===== src/rtl/mem_arbiter.sv =====
// mem_arbiter -- two-requester memory arbiter (fetch + data) in front of a
// single memory port with an ack handshake and a per-access timeout.
//
// Parameters:
//   TIMEOUT   maximum cycles to wait for m_ack before aborting (2..255)
//
// Ports:
//   clk, reset            clock (rising edge), async active-low reset
//   if_req/if_addr        fetch request in; if_rdata/if_ready response out
//   d_req/d_we/d_addr/    data request in
//   d_wdata
//   d_rdata/d_ready       data response out
//   m_req/m_we/m_addr/    memory request out
//   m_wdata
//   m_rdata/m_ack         memory response in
//   stall                 combinational pipeline hold
//   err                   timeout flag, high during the aborted access's ready
//
// Configuration macro:
//   MEM_ARBITER_FAIR_EN   after two consecutive data grants made while fetch
//                         was waiting, the next grant goes to fetch.
//                         Undefined: data has strict priority.

module mem_arbiter #(
  parameter int TIMEOUT = 16
) (
  input  logic        clk,
  input  logic        reset,
  input  logic        if_req,
  input  logic [31:0] if_addr,
  output logic [31:0] if_rdata,
  output logic        if_ready,
  input  logic        d_req,
  input  logic        d_we,
  input  logic [31:0] d_addr,
  input  logic [31:0] d_wdata,
  output logic [31:0] d_rdata,
  output logic        d_ready,
  output logic        m_req,
  output logic        m_we,
  output logic [31:0] m_addr,
  output logic [31:0] m_wdata,
  input  logic [31:0] m_rdata,
  input  logic        m_ack,
  output logic        stall,
  output logic        err
);

  typedef enum logic [1:0] {
    IDLE = 2'd0,
    DACC = 2'd1,
    IACC = 2'd2,
    RESP = 2'd3
  } state_t;

  localparam logic [7:0]  WAIT_LAST = 8'(TIMEOUT - 1);
  localparam logic [31:0] ERR_DATA  = 32'hDEADBEEF;

  state_t     state;
  logic [7:0] wait_cnt;
  logic       grant_d;
  logic       grant_i;

`ifdef MEM_ARBITER_FAIR_EN
  logic [1:0] fair_cnt;

  // Once data has won twice in a row while fetch was waiting, fetch gets
  // the next grant; otherwise data keeps priority.
  always_comb begin
    grant_d = 1'b0;
    grant_i = 1'b0;
    if (fair_cnt == 2'd2 && if_req) begin
      grant_i = 1'b1;
    end else if (d_req) begin
      grant_d = 1'b1;
    end else if (if_req) begin
      grant_i = 1'b1;
    end
  end

  // A data grant with no fetch waiting breaks the run of consecutive
  // "unfair" grants, so the count restarts from zero.
  always_ff @(posedge clk or negedge reset) begin
    if (!reset) begin
      fair_cnt <= 2'd0;
    end else if (state == IDLE) begin
      if (grant_i) begin
        fair_cnt <= 2'd0;
      end else if (grant_d) begin
        if (!if_req) begin
          fair_cnt <= 2'd0;
        end else if (fair_cnt != 2'd2) begin
          fair_cnt <= fair_cnt + 2'd1;
        end
      end
    end
  end
`else
  // Data always wins a tie.
  always_comb begin
    grant_d = d_req;
    grant_i = if_req & ~d_req;
  end
`endif

  // Main FSM. All outputs are registered here; ready/err pulses are set on
  // the edge entering RESP so they coincide with the RESP cycle. Request
  // fields are latched straight into the m_* registers at grant time and
  // held until the access ends.
  always_ff @(posedge clk or negedge reset) begin
    if (!reset) begin
      state    <= IDLE;
      wait_cnt <= 8'd0;
      m_req    <= 1'b0;
      m_we     <= 1'b0;
      m_addr   <= 32'd0;
      m_wdata  <= 32'd0;
      if_rdata <= 32'd0;
      d_rdata  <= 32'd0;
      if_ready <= 1'b0;
      d_ready  <= 1'b0;
      err      <= 1'b0;
    end else begin
      if_ready <= 1'b0;
      d_ready  <= 1'b0;
      err      <= 1'b0;
      case (state)
        IDLE: begin
          wait_cnt <= 8'd0;
          if (grant_d) begin
            state   <= DACC;
            m_req   <= 1'b1;
            m_we    <= d_we;
            m_addr  <= d_addr;
            m_wdata <= d_wdata;
          end else if (grant_i) begin
            state   <= IACC;
            m_req   <= 1'b1;
            m_we    <= 1'b0;
            m_addr  <= if_addr;
            m_wdata <= 32'd0;
          end
        end
        DACC, IACC: begin
          if (m_ack) begin
            state <= RESP;
            m_req <= 1'b0;
            if (state == DACC) begin
              d_ready <= 1'b1;
              if (!m_we) begin
                d_rdata <= m_rdata;
              end
            end else begin
              if_ready <= 1'b1;
              if_rdata <= m_rdata;
            end
          end else if (wait_cnt == WAIT_LAST) begin
            state <= RESP;
            m_req <= 1'b0;
            err   <= 1'b1;
            if (state == DACC) begin
              d_ready <= 1'b1;
              d_rdata <= ERR_DATA;
            end else begin
              if_ready <= 1'b1;
              if_rdata <= ERR_DATA;
            end
          end else begin
            wait_cnt <= wait_cnt + 8'd1;
          end
        end
        RESP: begin
          state <= IDLE;
        end
        default: begin
          state <= IDLE;
        end
      endcase
    end
  end

  assign stall = (d_req & ~d_ready) | (if_req & ~if_ready);

endmodule

===== config.mk =====
export PLATFORM = sky130hd
export DESIGN_NAME = mem_arbiter
export DESIGN_NICKNAME = d
export VERILOG_FILES = /design/src/rtl/mem_arbiter.sv
export SDC_FILE = /design/constraint.sdc
export NUM_CORES = 1
export LEC_CHECK = 0
export CAP_MARGIN = 40
export CORE_ASPECT_RATIO = 2
export CORE_UTILIZATION = 25
export CTS_CLUSTER_DIAMETER = 60
export DETAILED_ROUTE_END_ITERATION = 8
export PLACE_DENSITY = 0.62
export SETUP_SLACK_MARGIN = 0.02
export SLEW_MARGIN = 25
export SYNTH_ARGS = -nofsm -noshare
export SYNTH_HDL_FRONTEND = slang
export SYNTH_SLANG_ARGS = --single-unit

===== constraint.sdc =====
create_clock -name clk -period 5.5 [get_ports clk]
set_input_delay 1.65 -clock clk [delete_from_list [all_inputs] [get_ports clk]]
set_output_delay 1.65 -clock clk [all_outputs]
set_load 0.03 [all_outputs]

==> metrics.yaml, run 1 <==
drt:
  ant_nets: 0
  route.detailed.drc: 0
  drt_wl_total_mm: 17.7
  viasPerCell: 4.65
  wl_per_cell_um: 17.5
  drtPass1Iterations: 4
  dr_total_vias: 4714
  drt_first_iter_violations: 180
final_layout:
  fin_nets: 857
  mostFrequentLayoutCells: "clkdlybuf4s50_1 (265), dfrtp_1 (143), nand2_1 (44), a22o_1 (44), o22a_1 (41)"
  final_common_cell: "clkdlybuf4s50_1"
  fin_area_sq_um: 9460
  finish.utilization: 0.416
  syn_to_final_growth_pct: 63.0
  drive_gt1_frac: 0.0874
sta:
  maxSlewHeadroom: 0.569
  fin_crit_sh: 0.872
  fin_skew_ns: 0.00577
  setup-violations-final: 0
  rsz0062_at_grt: "false"
  final_max_slew_viol_count: 0
  tns_ns: 0
  period_needed_ns: 4.80
  clock.fmax_ghz: 0.208
  finalHoldViolCount: 0
  worst_pin_slew_ns: 0.642
worst_setup_path:
  cp_data_arrival_time_ns: 3.15
  r2r-start: "state[0]$_DFFE_PN0P_"
  end_kind: "output port"
  worst-endpoint-required_ns: 3.85
  rrSetupSlack_ns: 3.04
  startpoint: "if_req"
  rr_endpoint: "if_rdata[26]$_DFFE_PN0P_"
  cp_max_fo: 3
  start_kind: "input port"
  worstSetupPathType: "input port to output port"
  ff2ff_path_depth: 7
synthesis:
  synth_cell_type_count: 45
  syn_avg_cell_area_sq_um: 12.7
  yosysSeqAreaShare: 0.616
  synth-edff-count: 0
  async_flop_share: 1.00
  synth_nets: 594
  ys.flop_type: "dfrtp_1"
  synthCells: 456
  ys_seq_elements: 143
  yosysWarnings: 0
  syn_area_sq_um: 5810
floorplanning:
  ioPinCount: 268
  core_area_sq_um: 22700
  dieArea_sq_um: 23900
  die_width_um: 110
  start_util: 0.255
  row_count: 78
  die_h_um: 218
clock_network:
  ctsResizeCount: 0
  cts_root_buf: "clkbuf_16"
  cts_sinks: 143
  ctsHoldBuffers: 0
  clkTransAtPathRegs_ns: 0.06
  cts_tree: "done"
  clkLatencyLatePin_ns: 0.44
  cts_setup_buffers: 0
  ctsLongestPathBuffers: 2
  cts-buffers-inserted: 17
  h-tree-depth: 4
grt:
  track_usage: 0.157
  overflow: 0
  grt_antenna_before_repair: 3
  grt_pass1_wl_mm: 27.1
  grt_max_degree: 83
  grt_pass1_vias: 4818
min_path:
  min_to: "m_addr[30]$_DFFE_PN0P_"
  min_path_cells: 2
  hold_path.class: "flip-flop to flip-flop"
  hold_start: "m_addr[30]$_DFFE_PN0P_"
place:
  place_congestion: 0.764
  dpl-instance-area_sq_um: 8780
  dpl.hpwl_mm: 13.0
  io_buffers: 267
pwr:
  p_total_w: 0.00614
  p_leak_nw: 4.00
  powerDensity_nw_per_um2: 649
  peakVddDrop_uv: 303
status:
  status: "completed"
flow_run:
  maxCapViolations: 0
area by class of cell:
cell class / count / area (sq um)
clock inverter: 10 / 181
multi-input combinational: 273 / 2020
timing repair buffer: 275 / 2810
antenna: 1 / 2.50
tap: 280 / 350
fill: 2186 / 13300
clock buffer: 22 / 474
inverter: 9 / 46.3
sequential: 143 / 3580
registers in the layout, summed over array words and instances, names as in the netlist:
signal / count
m_req: 1
m_wdata: 32
d_rdata: 32
m_we: 1
if_ready: 1
if_rdata: 32
m_addr: 32
wait_cnt: 8
err: 1
d_ready: 1
state: 2
layer usage:
| metal | wire length [um] | up-vias | global-route usage |
|---|---|---|---|
| met5 | 27 | - | 0 |
| met1 | 6090 | 2264 | 0.156 |
| li1 | - | 2215 | - |
| met3 | 935 | 42 | 0.0415 |
| met2 | 9880 | 189 | 0.281 |
| met4 | 766 | 4 | 0.0956 |
cell families after synthesis:
kind of cell    count (synthesis)  share of synthesized area
compound gates                156                      0.209
fa+ha+maj                       4                    0.00862
flops                         143                      0.616
buf+inv                        40                     0.0369
simple gates                   77                     0.0675
mux                            36                     0.0621
cell usage after synthesis (all sizes together) (2+ instances only):
cell	count	area share
o21a	2	0.0028
nor4b	3	0.0045
nor2	5	0.0032
nor3	2	0.0026
ha	4	0.0086
mux2i	36	0.062
dfrtp	143	0.62
nor4	2	0.0022
nand3	6	0.0073
a21oi	5	0.0043
o21ai	43	0.037
nor2b	3	0.0032
a2bb2oi	2	0.0041
o22a	46	0.070
nand2b	3	0.0032
and2	3	0.0032
or4	3	0.0047
inv	8	0.0052
clkbuf	19	0.012
buf	12	0.017
a22o	52	0.080
nand2	45	0.030
critical path, cell delays in order:
cell and delay (ns):
clkdlybuf4s50_1 0.56, inv_1 0.09, o22ai_1 0.13, clkdlybuf4s50_1 0.72
how the worst max path moves through the flow:
stage                       end  slack [ns]  cells after the start
after floorplan           stall        1.46                      3
after global placement    stall        0.74                      4
after detailed placement  stall        0.70                      4
after CTS                 stall        0.70                      4
after global routing      stall        0.63                      4
final                     stall        0.70                      4
power by group:
part / switching [W] / leakage (nW) / internal (W)
sequential: 0.000262 / 1.73 / 0.00153
clock: 0.000456 / 0.321 / 0.000840
combinational: 0.00172 / 1.94 / 0.00133
metrics by stage:
stage / cells / hold WS, ns / worst slack [ns]
4_1_cts: 1011 / 0.483 / 0.704
5_1_grt: 1013 / 0.499 / 0.625
3_3_place_gp: 976 / 0.462 / 0.737
3_5_place_dp: 979 / 0.469 / 0.704
6_report: 1013 / 0.475 / 0.702
2_1_floorplan: 456 / 0.499 / 1.46
Power figures use the tool's default switching activity.
==> inputs of run 2 (changes only) <==
--- a/config.mk
+++ b/config.mk
@@ -7,10 +7,10 @@
 export LEC_CHECK = 0
 export CAP_MARGIN = 40
 export CORE_ASPECT_RATIO = 2
-export CORE_UTILIZATION = 25
+export CORE_UTILIZATION = 35
 export CTS_CLUSTER_DIAMETER = 60
 export DETAILED_ROUTE_END_ITERATION = 8
-export PLACE_DENSITY = 0.62
+export PLACE_DENSITY = 0.79
 export SETUP_SLACK_MARGIN = 0.02
 export SLEW_MARGIN = 25
 export SYNTH_ARGS = -nofsm -noshare
==> run 2 against run 1 <==
Clock power is 5% lower. Routed wire length is 3.4% lower. Global-route usage is 4.8 points higher. Final cell count is 7.5% lower. Clock skew hardly changed. Flip-flop and latch count stayed put. Sequential power hardly changed. Core utilization is 16 points higher. Critical path depth stayed put. Via count is 0.66% higher. Power is 0.50% lower. Cell area is 1.3% lower.
==> metrics.yaml, run 2 (same netlist as run 1, synthesis figures left out) <==
status:
  status: "completed"
final_layout:
  filler_cell_count: 1322
  final_common_cell: "clkdlybuf4s50_1"
  mostFrequentLayoutCells: "clkdlybuf4s50_1 (265), dfrtp_1 (143), nand2_1 (44), a22o_1 (44), o22a_1 (41)"
  drive_gt1_frac: 0.0900
  diodes: 0
  syn_to_final_growth_pct: 60.9
  multi_input_comb_area_sq_um: 2020
  fin_nets: 858
  finish.utilization: 0.574
  stdcell_count: 937
  register_area_sq_um: 3580
sta:
  setup_ws_ns: 0.742
  setup-violations-final: 0
  final_max_slew_viol_count: 0
  finalHoldViolCount: 0
  maxSlewHeadroom: 0.602
  period_needed_ns: 4.76
  tns_ns: 0
  fin_crit_sh: 0.865
  rsz0062_at_grt: "false"
  clock.fmax_ghz: 0.210
  fin_skew_ns: 0.00546
  timing.hold.ws_ns: 0.484
  worst_pin_slew_ns: 0.593
worst_setup_path:
  worstSetupPathType: "input port to output port"
  cp_max_fo: 3
  start_kind: "input port"
  rr_endpoint: "if_rdata[28]$_DFFE_PN0P_"
  r2r-start: "state[0]$_DFFE_PN0P_"
  end_kind: "output port"
  startpoint: "if_req"
  ff2ff_path_depth: 7
  worst-endpoint-required_ns: 3.85
  crit_path_end: "stall"
  cp_data_arrival_time_ns: 3.11
  rrSetupSlack_ns: 3.23
pwr:
  powerDensity_nw_per_um2: 654
  pwr-share-comb: 0.502
  p_sw_frac: 0.404
  peakVddDrop_uv: 387
  seqPwrFrac: 0.297
  clock_power_share: 0.202
  p_leak_nw: 3.98
  internal_power_w: 0.00364
  switchingPower_w: 0.00247
clock_network:
  cts-buffers-inserted: 17
  cts_setup_buffers: 0
  ctsResizeCount: 0
  ctsLongestPathBuffers: 2
  cts_tree: "done"
  cts_root_buf: "clkbuf_16"
  ctsHoldBuffers: 0
  cts_sinks: 143
  clkTransAtPathRegs_ns: 0.06
  clkLatencyLatePin_ns: 0.41
  h-tree-depth: 4
floorplanning:
  die_width_um: 93.1
  start_util: 0.357
  ioPinCount: 268
  die_h_um: 184
  dieArea_sq_um: 17100
  core_area_sq_um: 16300
  row_count: 66
drt:
  dr_total_vias: 4745
  ant_nets: 0
  drt_first_iter_violations: 166
  viasPerCell: 5.06
  route.detailed.drc: 0
  drtPass1Iterations: 7
  drt_wl_total_mm: 17.1
  wl_per_cell_um: 18.3
grt:
  grt_antenna_before_repair: 0
  grt_pass1_vias: 5058
  overflow: 0
  grt_pass1_wl_mm: 26.5
  grt_max_degree: 94
  track_usage: 0.204
place:
  place_ws_ns: 0.740
  io_buffers: 267
  dpl.hpwl_mm: 12.6
  dp.cells: 901
  place_congestion: 0.796
flow_run:
  maxCapViolations: 0
min_path:
  hold_path.class: "flip-flop to flip-flop"
  min_path_cells: 2
-- run 2: cell types whose count changed in the layout (fill, tap and decap cells not counted), sizes merged --
cell / before / now
clkbuf: 22 / 20
clkinv: 4 / 6
buf: 10 / 11
bufinv: 5 / 4
clkinvlp: 1 / 2
diode: 1 / 0
-- run 2: layout make-up --
| cell class | instances | share of cell area |
|---|---|---|
| clock buffer | 20 | 0.0489 |
| clock inverter | 12 | 0.0197 |
| inverter | 9 | 0.00495 |
| multi-input combinational | 273 | 0.217 |
| sequential | 143 | 0.383 |
| tap | 204 | 0.0273 |
| timing repair buffer | 276 | 0.300 |
-- run 2: worst max-delay path, cell delays in order --
cell             delay (ns)
clkdlybuf4s50_1        0.56
inv_1                  0.10
o22ai_1                0.11
clkdlybuf4s50_1        0.69
-- run 2: worst min path at each step --
stage | start | endpoint | slack, ns
2_1_floorplan | wait_cnt[1]$_DFFE_PN0P_ | wait_cnt[1]$_DFFE_PN0P_ | 0.50
3_3_place_gp | m_addr[2]$_DFFE_PN0P_ | m_addr[2]$_DFFE_PN0P_ | 0.46
3_5_place_dp | m_addr[22]$_DFFE_PN0P_ | m_addr[22]$_DFFE_PN0P_ | 0.47
4_1_cts | m_addr[11]$_DFFE_PN0P_ | m_addr[11]$_DFFE_PN0P_ | 0.49
5_1_grt | d_rdata[1]$_DFFE_PN0P_ | d_rdata[1]$_DFFE_PN0P_ | 0.50
6_report | m_addr[11]$_DFFE_PN0P_ | m_addr[11]$_DFFE_PN0P_ | 0.48
-- run 2: power by group through the flow --
stage | Sequential, W | Combinational (W) | Clock (W)
after floorplan | 0.00267 | 0.000895 | 0
after global placement | 0.00180 | 0.00296 | 0
after detailed placement | 0.00181 | 0.00304 | 0
after CTS | 0.00181 | 0.00305 | 0.00125
after global routing | 0.00187 | 0.00323 | 0.00130
final | 0.00181 | 0.00306 | 0.00123
-- run 2: stage by stage --
stage / cell area, sq um / power [W]
5_1_grt: 9340 / 0.00640
2_1_floorplan: 5810 / 0.00356
6_report: 9340 / 0.00611
3_3_place_gp: 8600 / 0.00476
3_5_place_dp: 8620 / 0.00486
4_1_cts: 9260 / 0.00612
-- run 2: metal layers --
layer	GRT usage	up-vias	wire length, um
met1	0.208	2319	5800
met4	0.124	0	701
met5	0	-	0
met2	0.377	171	9890
met3	0.0363	35	706
li1	-	2220	-
==> inputs of run 3 (changes only) <==
--- a/config.mk
+++ b/config.mk
@@ -12,6 +12,7 @@
 export DETAILED_ROUTE_END_ITERATION = 8
 export PLACE_DENSITY = 0.79
 export SETUP_SLACK_MARGIN = 0.02
+export SKIP_CTS_REPAIR_TIMING = 1
 export SLEW_MARGIN = 25
 export SYNTH_ARGS = -nofsm -noshare
 export SYNTH_HDL_FRONTEND = slang
==> results of run 3 <==
The final DEF is identical to that of run 2; final timing and power are the same.
